## config.mk

```make
export PLATFORM = sky130hd
export DESIGN_NAME = control_sequencer_flat
export DESIGN_NICKNAME = d
export VERILOG_FILES = /design/src/rtl/cpu_pkg.sv /design/src/rtl/control_sequencer_if.sv /design/src/rtl/step_decode.sv /design/src/rtl/control_sequencer.sv /design/src/flat_wrapper.sv
export SDC_FILE = /design/constraint.sdc
export NUM_CORES = 1
export LEC_CHECK = 0
export CAP_MARGIN = 15
export CORE_AREA = 2 2 65 67
export DETAILED_ROUTE_END_ITERATION = 10
export DIE_AREA = 0 0 67 69
export GPL_ROUTABILITY_DRIVEN = 0
export PLACE_DENSITY_LB_ADDON = 0.12
export RECOVER_POWER = 100
export SLEW_MARGIN = 20
export SYNTH_ARGS = -nofsm -noshare
export SYNTH_HDL_FRONTEND = slang
export SYNTH_SLANG_ARGS = --single-unit
```

## constraint.sdc

```tcl
create_clock -name clk -period 4.4 [get_ports clk]
set_input_delay 0.88 -clock clk [delete_from_list [all_inputs] [get_ports clk]]
set_output_delay 0.88 -clock clk [all_outputs]
set_load 0.01 [all_outputs]
```

## src/rtl/cpu_pkg.sv

```systemverilog
// Shared definitions for the 8-bit CPU control path: step encoding, opcodes,
// ALU op codes, flag bit positions and the datapath control vector.
package cpu_pkg;

  localparam int NUM_STEPS = 6;
  localparam int REG_COUNT = 4;

  typedef enum logic [2:0] {
    ST_IDLE = 3'd0,
    ST_S1   = 3'd1,
    ST_S2   = 3'd2,
    ST_S3   = 3'd3,
    ST_S4   = 3'd4,
    ST_S5   = 3'd5,
    ST_S6   = 3'd6
  } step_e;

  localparam logic [2:0] OP_LD   = 3'b000;
  localparam logic [2:0] OP_ST   = 3'b001;
  localparam logic [2:0] OP_DATA = 3'b010;
  localparam logic [2:0] OP_JMPR = 3'b011;
  localparam logic [2:0] OP_JMP  = 3'b100;
  localparam logic [2:0] OP_JC   = 3'b101;
  localparam logic [2:0] OP_CLF  = 3'b110;
  localparam logic [2:0] OP_NOP  = 3'b111;

  localparam logic [2:0] ALU_ADD = 3'b000;
  localparam logic [2:0] ALU_CMP = 3'b111;

  localparam int FLAG_Z = 0;
  localparam int FLAG_E = 1;
  localparam int FLAG_A = 2;
  localparam int FLAG_C = 3;

  typedef struct packed {
    logic                 bus1;
    logic                 iar_en;
    logic                 iar_set;
    logic                 mar_set;
    logic                 ram_en;
    logic                 ram_set;
    logic                 ir_set;
    logic                 acc_en;
    logic                 acc_set;
    logic                 tmp_set;
    logic                 flags_set;
    logic [REG_COUNT-1:0] reg_en;
    logic [REG_COUNT-1:0] reg_set;
    logic [2:0]           alu_op;
  } ctrl_t;

  function automatic logic [REG_COUNT-1:0] reg_sel(input logic [1:0] r);
    logic [REG_COUNT-1:0] v;
    v    = '0;
    v[r] = 1'b1;
    return v;
  endfunction

endpackage

```

## src/rtl/control_sequencer_if.sv

```systemverilog
// Front-panel controls, IR/flags inputs and datapath control lines between
// the sequencer (master) and the datapath/panel (slave).
interface control_sequencer_if;
  import cpu_pkg::*;

  logic                 run;
  logic                 step_req;
  logic                 step_ack;
  logic [7:0]           ir;
  logic [3:0]           flags;
  logic [NUM_STEPS-1:0] step;
  logic                 instr_done;
  ctrl_t                ctrl;

  modport master (
    input  run, step_req, ir, flags,
    output step_ack, step, instr_done, ctrl
  );

  modport slave (
    output run, step_req, ir, flags,
    input  step_ack, step, instr_done, ctrl
  );
endinterface

```

## src/rtl/step_decode.sv

```systemverilog
// Combinational decode of (step, IR, flags) into the datapath control vector.
// Any line not explicitly raised for a step stays 0; alu_op defaults to ADD.
module step_decode import cpu_pkg::*; (
  input  step_e      state,
  input  logic [7:0] ir,
  input  logic [3:0] flags,
  output ctrl_t      ctrl
);
  logic [1:0] ra, rb;
  logic [2:0] op;
  logic       is_alu;

  assign ra     = ir[3:2];
  assign rb     = ir[1:0];
  assign op     = ir[6:4];
  assign is_alu = ir[7];

  always_comb begin
    ctrl = '0;
    case (state)
      ST_S1: begin
        ctrl.bus1 = 1'b1; ctrl.iar_en = 1'b1; ctrl.mar_set = 1'b1; ctrl.acc_set = 1'b1;
      end
      ST_S2: begin ctrl.ram_en = 1'b1; ctrl.ir_set  = 1'b1; end
      ST_S3: begin ctrl.acc_en = 1'b1; ctrl.iar_set = 1'b1; end
      ST_S4: begin
        if (is_alu) begin
          ctrl.reg_en = reg_sel(rb); ctrl.tmp_set = 1'b1;
        end else begin
          case (op)
            OP_LD, OP_ST: begin ctrl.reg_en = reg_sel(ra); ctrl.mar_set = 1'b1; end
            OP_DATA, OP_JC: begin
              ctrl.bus1 = 1'b1; ctrl.iar_en = 1'b1; ctrl.mar_set = 1'b1; ctrl.acc_set = 1'b1;
            end
            OP_JMPR: begin ctrl.reg_en = reg_sel(rb); ctrl.iar_set = 1'b1; end
            OP_JMP:  begin ctrl.iar_en = 1'b1; ctrl.mar_set = 1'b1; end
            // Clear flags: ALU adds with bus1 forced and no carry-in while flags latch
            OP_CLF:  begin ctrl.bus1 = 1'b1; ctrl.flags_set = 1'b1; end
            default: ;
          endcase
        end
      end
      ST_S5: begin
        if (is_alu) begin
          ctrl.reg_en = reg_sel(ra); ctrl.alu_op = op;
          ctrl.acc_set = 1'b1; ctrl.flags_set = 1'b1;
        end else begin
          case (op)
            OP_LD, OP_DATA: begin ctrl.ram_en = 1'b1; ctrl.reg_set = reg_sel(rb); end
            OP_ST:  begin ctrl.reg_en = reg_sel(rb); ctrl.ram_set = 1'b1; end
            OP_JMP: begin ctrl.ram_en = 1'b1; ctrl.iar_set = 1'b1; end
            OP_JC:  begin ctrl.acc_en = 1'b1; ctrl.iar_set = 1'b1; end
            default: ;
          endcase
        end
      end
      ST_S6: begin
        if (is_alu) begin
          if (op != ALU_CMP) begin ctrl.acc_en = 1'b1; ctrl.reg_set = reg_sel(rb); end
        end else begin
          case (op)
            OP_DATA: begin ctrl.acc_en = 1'b1; ctrl.iar_set = 1'b1; end
            OP_JC: if ((ir[3:0] & flags) != 4'b0000) begin
              ctrl.ram_en = 1'b1; ctrl.iar_set = 1'b1;
            end
            default: ;
          endcase
        end
      end
      default: ;
    endcase
  end
endmodule

```

## src/rtl/control_sequencer.sv

```systemverilog
// Six-step instruction sequencer: step FSM with free-run / single-step control
// and edge-detected step requests; control lines decoded by step_decode.
module control_sequencer import cpu_pkg::*; (
  input  logic                clk,
  input  logic                rst_n,
  control_sequencer_if.master bus
);
  step_e                state_q, state_d;
  logic                 step_req_q, step_req_d;
  logic                 req_rise, ack;
  ctrl_t                dec_ctrl;
  logic [NUM_STEPS-1:0] step_oh;

  step_decode u_dec (
    .state (state_q),
    .ir    (bus.ir),
    .flags (bus.flags),
    .ctrl  (dec_ctrl)
  );

  assign req_rise = bus.step_req & ~step_req_q;

  always_comb begin
    state_d    = state_q;
    step_req_d = bus.step_req;
    ack        = 1'b0;
    case (state_q)
      ST_IDLE: begin
        if (bus.run) begin
          state_d = ST_S1;
        end else if (req_rise) begin
          state_d = ST_S1;
          ack     = 1'b1;
        end
      end
      ST_S1:   state_d = ST_S2;
      ST_S2:   state_d = ST_S3;
      ST_S3:   state_d = ST_S4;
      ST_S4:   state_d = ST_S5;
      ST_S5:   state_d = ST_S6;
      ST_S6:   state_d = bus.run ? ST_S1 : ST_IDLE;
      default: state_d = ST_IDLE;
    endcase
  end

  always_ff @(posedge clk) begin
    if (!rst_n) begin
      state_q    <= ST_IDLE;
      step_req_q <= 1'b0;
    end else begin
      state_q    <= state_d;
      step_req_q <= step_req_d;
    end
  end

  always_comb begin
    step_oh = '0;
    case (state_q)
      ST_S1:   step_oh = 6'b000001;
      ST_S2:   step_oh = 6'b000010;
      ST_S3:   step_oh = 6'b000100;
      ST_S4:   step_oh = 6'b001000;
      ST_S5:   step_oh = 6'b010000;
      ST_S6:   step_oh = 6'b100000;
      default: step_oh = '0;
    endcase
  end

  // Gate with rst_n so an aborted instruction issues no partial set in the reset cycle
  assign bus.ctrl       = rst_n ? dec_ctrl : '0;
  assign bus.step       = rst_n ? step_oh : '0;
  assign bus.instr_done = rst_n & (state_q == ST_S6);
  assign bus.step_ack   = rst_n & ack;
endmodule

```

## src/flat_wrapper.sv

```systemverilog
// flat-port wrapper written by rule: the top's interface ports become plain ports
module control_sequencer_flat import cpu_pkg::*;
  (clk, rst_n, bus_run, bus_step_req, bus_ir, bus_flags, bus_step_ack, bus_step, bus_instr_done, bus_ctrl);
  control_sequencer_if bus_i ();
  input  logic clk;
  input  logic rst_n;
  input wire logic [$bits(bus_i.run)-1:0] bus_run;
  input wire logic [$bits(bus_i.step_req)-1:0] bus_step_req;
  input wire logic [$bits(bus_i.ir)-1:0] bus_ir;
  input wire logic [$bits(bus_i.flags)-1:0] bus_flags;
  output wire logic [$bits(bus_i.step_ack)-1:0] bus_step_ack;
  output wire logic [$bits(bus_i.step)-1:0] bus_step;
  output wire logic [$bits(bus_i.instr_done)-1:0] bus_instr_done;
  output wire logic [$bits(bus_i.ctrl)-1:0] bus_ctrl;
  assign bus_i.run = bus_run;
  assign bus_i.step_req = bus_step_req;
  assign bus_i.ir = bus_ir;
  assign bus_i.flags = bus_flags;
  assign bus_step_ack = bus_i.step_ack;
  assign bus_step = bus_i.step;
  assign bus_instr_done = bus_i.instr_done;
  assign bus_ctrl = bus_i.ctrl;
  control_sequencer u_core (.clk(clk), .rst_n(rst_n), .bus(bus_i));
endmodule
```

==> run_results.csv <==
group,metric,value,unit
global_route,grt_pass1_vias,1119,
cts,clockBufferDepth,2,
hold_path,min_from,"u_core.step_req_q",
layout,layout.nets,190,
hold_path,hold_depth,4,
yosys,syn_inst,136,
cts,numCtsBuffers,3,
worst_setup_path,rrSetupSlack,2940,ps
yosys,synth-edff-count,0,
hold_path,hold_end,"u_core.state_q[0]",
worst_setup_path,required,3520,ps
layout,n_fill_cell,441,
worst_setup_path,arrival,3270,ps
routing,routed_wl,3270,um
yosys,ys.flop_type,"dfxtp_1",
worst_setup_path,r2r_end,"u_core.state_q[1]",
power_and_ir_drop,static-leakage-power,0.502,nW
worst_setup_path,cpMaxStageDelayCell,"dlygate4sd3_1",
cts,clk_pin_slew,30,ps
worst_setup_path,crit_fanout,13,
yosys,yosysWarnings,0,
cts,clockRootBuffer,"clkbuf_8",
global_route,met3_usage,1.96,%
layout,regArea,80.1,um2
worst_setup_path,slowest_delay,740,ps
cts,cts_resized,0,
layout,multi_input_area,714,um2
cts,cts_setup_buffers,0,
job,maxCapViolations,0,
routing,first_iter_violations,44,
worst_setup_path,crit_chain,"dlygate4sd3_1 -> or4b_1 -> o32ai_1 -> a222oi_1 -> nor3_2 -> dlygate4sd3_1",
cts,ctsHtreeMaxLevel,1,
worst_setup_path,critical_path_class,"input port to output pin",
cts,cts_tree,"yes",
floorplan,die_x,67,um
yosys,synth_area_leaders,"nor2_1 9.5%, dfxtp_1 8.8%, o32ai_1 5.8%, buf_2 5.0%, nor3_1 5.0%",
worst_setup_path,cp-start-kind,"input port",
floorplan,fp.coreArea,0.00391,mm2
sta,tns,0,ps
yosys,ys_seq_area_share,8.84,%
sta,fin_ws,249,ps
status,status,"finished, final reports clean",
routing,vias,1173,
yosys,synthTopCellsByCount,"23 x nor2_1, 9 x buf_2, 9 x nand2_1, 9 x nor3_1, 7 x nand2b_1",
sta,setup_viol,0,
yosys,syn_area_per_cell,6.66,um2
global_route,grt_pass1_wl,5440,um
cts,clk_latency,210,ps
sta,finalHoldViolations,0,
place,dp_hpwl,2510,um
sta,fmax,0.241,GHz
worst_setup_path,cp-end-kind,"output pin",
sta,period_needed,4150,ps
place,io_buffer_count,45,
routing,avgViaCountPerCell,5.28,
yosys,synth_top_area_share,9.53,%
sta,report.final.slew_viol_count,0,
worst_setup_path,cp_top_family,"buffers and inverters",
yosys,syn-num-nets,152,
floorplan,die_h,69,um
layout,diodes,0,
worst_setup_path,critPathBufInv,2,
yosys,synth_top_cell_by_area,"nor2_1",
power_and_ir_drop,power_density,156,mW/mm2
global_route,top_usage_layer,"met2",
floorplan,num_rows,23,
global_route,grt_start_max_net_pins,18,
yosys,yosysMostFrequentCell,"nor2_1",
cts,clock-sinks,4,
global_route,grt_use_total,14.5,%
yosys,async_reset_ff_share,0,%
place,place_ws,390,ps
layout,final_cell_count_no_fill,222,
global_route,overflow,0,
routing,antenna_left,0,
sta,hold_slack,670,ps
power_and_ir_drop,ir_worst_vdd,145,uV
place,dp.cells,219,
sta,rsz0062_at_grt,"false",
yosys,synth_area,906,um2
layout,drive_gt1_share,8.14,%
yosys,synthDistinctLibCells,44,
sta,slew_headroom,62.3,%
floorplan,die_area,0.00462,mm2
yosys,synth_seq_cells,4,
routing,drc,0,
layout,area_growth,53.0,%
hold_path,hold_path.class,"flop to flop",
global_route,antenna_found_initial,0,
sta,clock_skew,0.559,ps
routing,wl_per_cell,14.7,um
worst_setup_path,r2r_start,"u_core.state_q[1]",
worst_setup_path,crit_top_cell,"dlygate4sd3_1",
worst_setup_path,worstRegToRegCells,3,
floorplan,initial_core_util,23.1,%
floorplan,ioPinCount,46,
cts,post_cts_hold_buffer_count,0,
routing,dr.pass1.iters,4,
global_route,met2_usage,24.6,%
global_route,grtUsageMet1,19.1,%
sta,min_period_over_period,94.3,%
sta,tightestPinTransition,565,ps
-- worst register-to-register path, cell delays in order, from the launching register on --
cell	delay [ps]
dfxtp_1	650
nand2b_1	460
o21a_1	190
nor2_1	30
-- power by group --
part | internal [mW] | switching [mW] | total [mW]
logic | 0.0409 | 0.0501 | 0.0911
registers | 0.0394 | 0.00984 | 0.0492
clock network | 0.0582 | 0.0179 | 0.0761
-- through the flow --
| step | instance area, um2 | power, mW | utilization (%) |
|---|---|---|---|
| 2_1_floorplan | 906 | 0.107 | - |
| 3_3_place_gp | 1360 | 0.144 | 34.7 |
| 3_5_place_dp | 1360 | 0.144 | 34.7 |
| 4_1_cts | 1400 | 0.223 | 35.8 |
| 5_1_grt | 1390 | 0.231 | 35.4 |
| 6_report | 1390 | 0.216 | 35.4 |
-- routing by layer --
layer	part of all wire [%]	vias to the layer above	wire, um
met5	0	-	0
li1	-	573	-
met4	0.28	0	9
met1	43	557	1390
met2	50	41	1640
met3	6.6	2	217
-- logic make-up (layout without fill, tap and decap cells) --
family,after synthesis,in the layout,synth area share (%)
muxes,2,2,2.49
AOI/OAI and AO/OA,35,35,29.8
DFF,4,4,8.84
xor gates and xnor gates,1,1,0.967
buffers and inverters,20,56,11.2
and+or+nand+nor,74,74,46.7
-- how the worst max path moves through the flow --
| stage | startpoint | to | slack (ps) | cells past startpoint |
|---|---|---|---|---|
| CTS | bus_ir[6] | bus_ctrl[7] | 380 | 6 |
| finish | bus_ir[6] | bus_ctrl[7] | 250 | 6 |
| global placement | bus_ir[6] | bus_ctrl[7] | 410 | 6 |
| detailed placement | bus_ir[6] | bus_ctrl[7] | 390 | 6 |
| floorplan | bus_ir[5] | bus_ctrl[8] | 1590 | 5 |
| global route | bus_ir[7] | bus_ctrl[5] | 150 | 6 |
-- placed cells by master (no fill, tap or decap), types with 4 or more instances in the layout --
cell	n
nor2_1	23
dlygate4sd3_1	23
clkdlybuf4s50_1	22
nand2_1	9
nor3_1	9
nand2b_1	7
o32ai_1	6
nor4_1	5
a21oi_1	5
inv_1	4
nand3_1	4
o21ai_1	4
dfxtp_1	4
-- registers in the layout, indices dropped and copies added (netlist names) --
signal and flops:
u_core.state_q 3, u_core.step_req_q 1
-- final cells by class --
cell class | count | area share (%)
multi-input cells | 112 | 51.5
repair buffers | 48 | 33.8
flip-flops and latches | 4 | 5.78
well taps | 50 | 4.51
clock buffers | 3 | 2.98
inverters | 5 | 1.35
No activity file was read; power rests on OpenSTA's default activity.
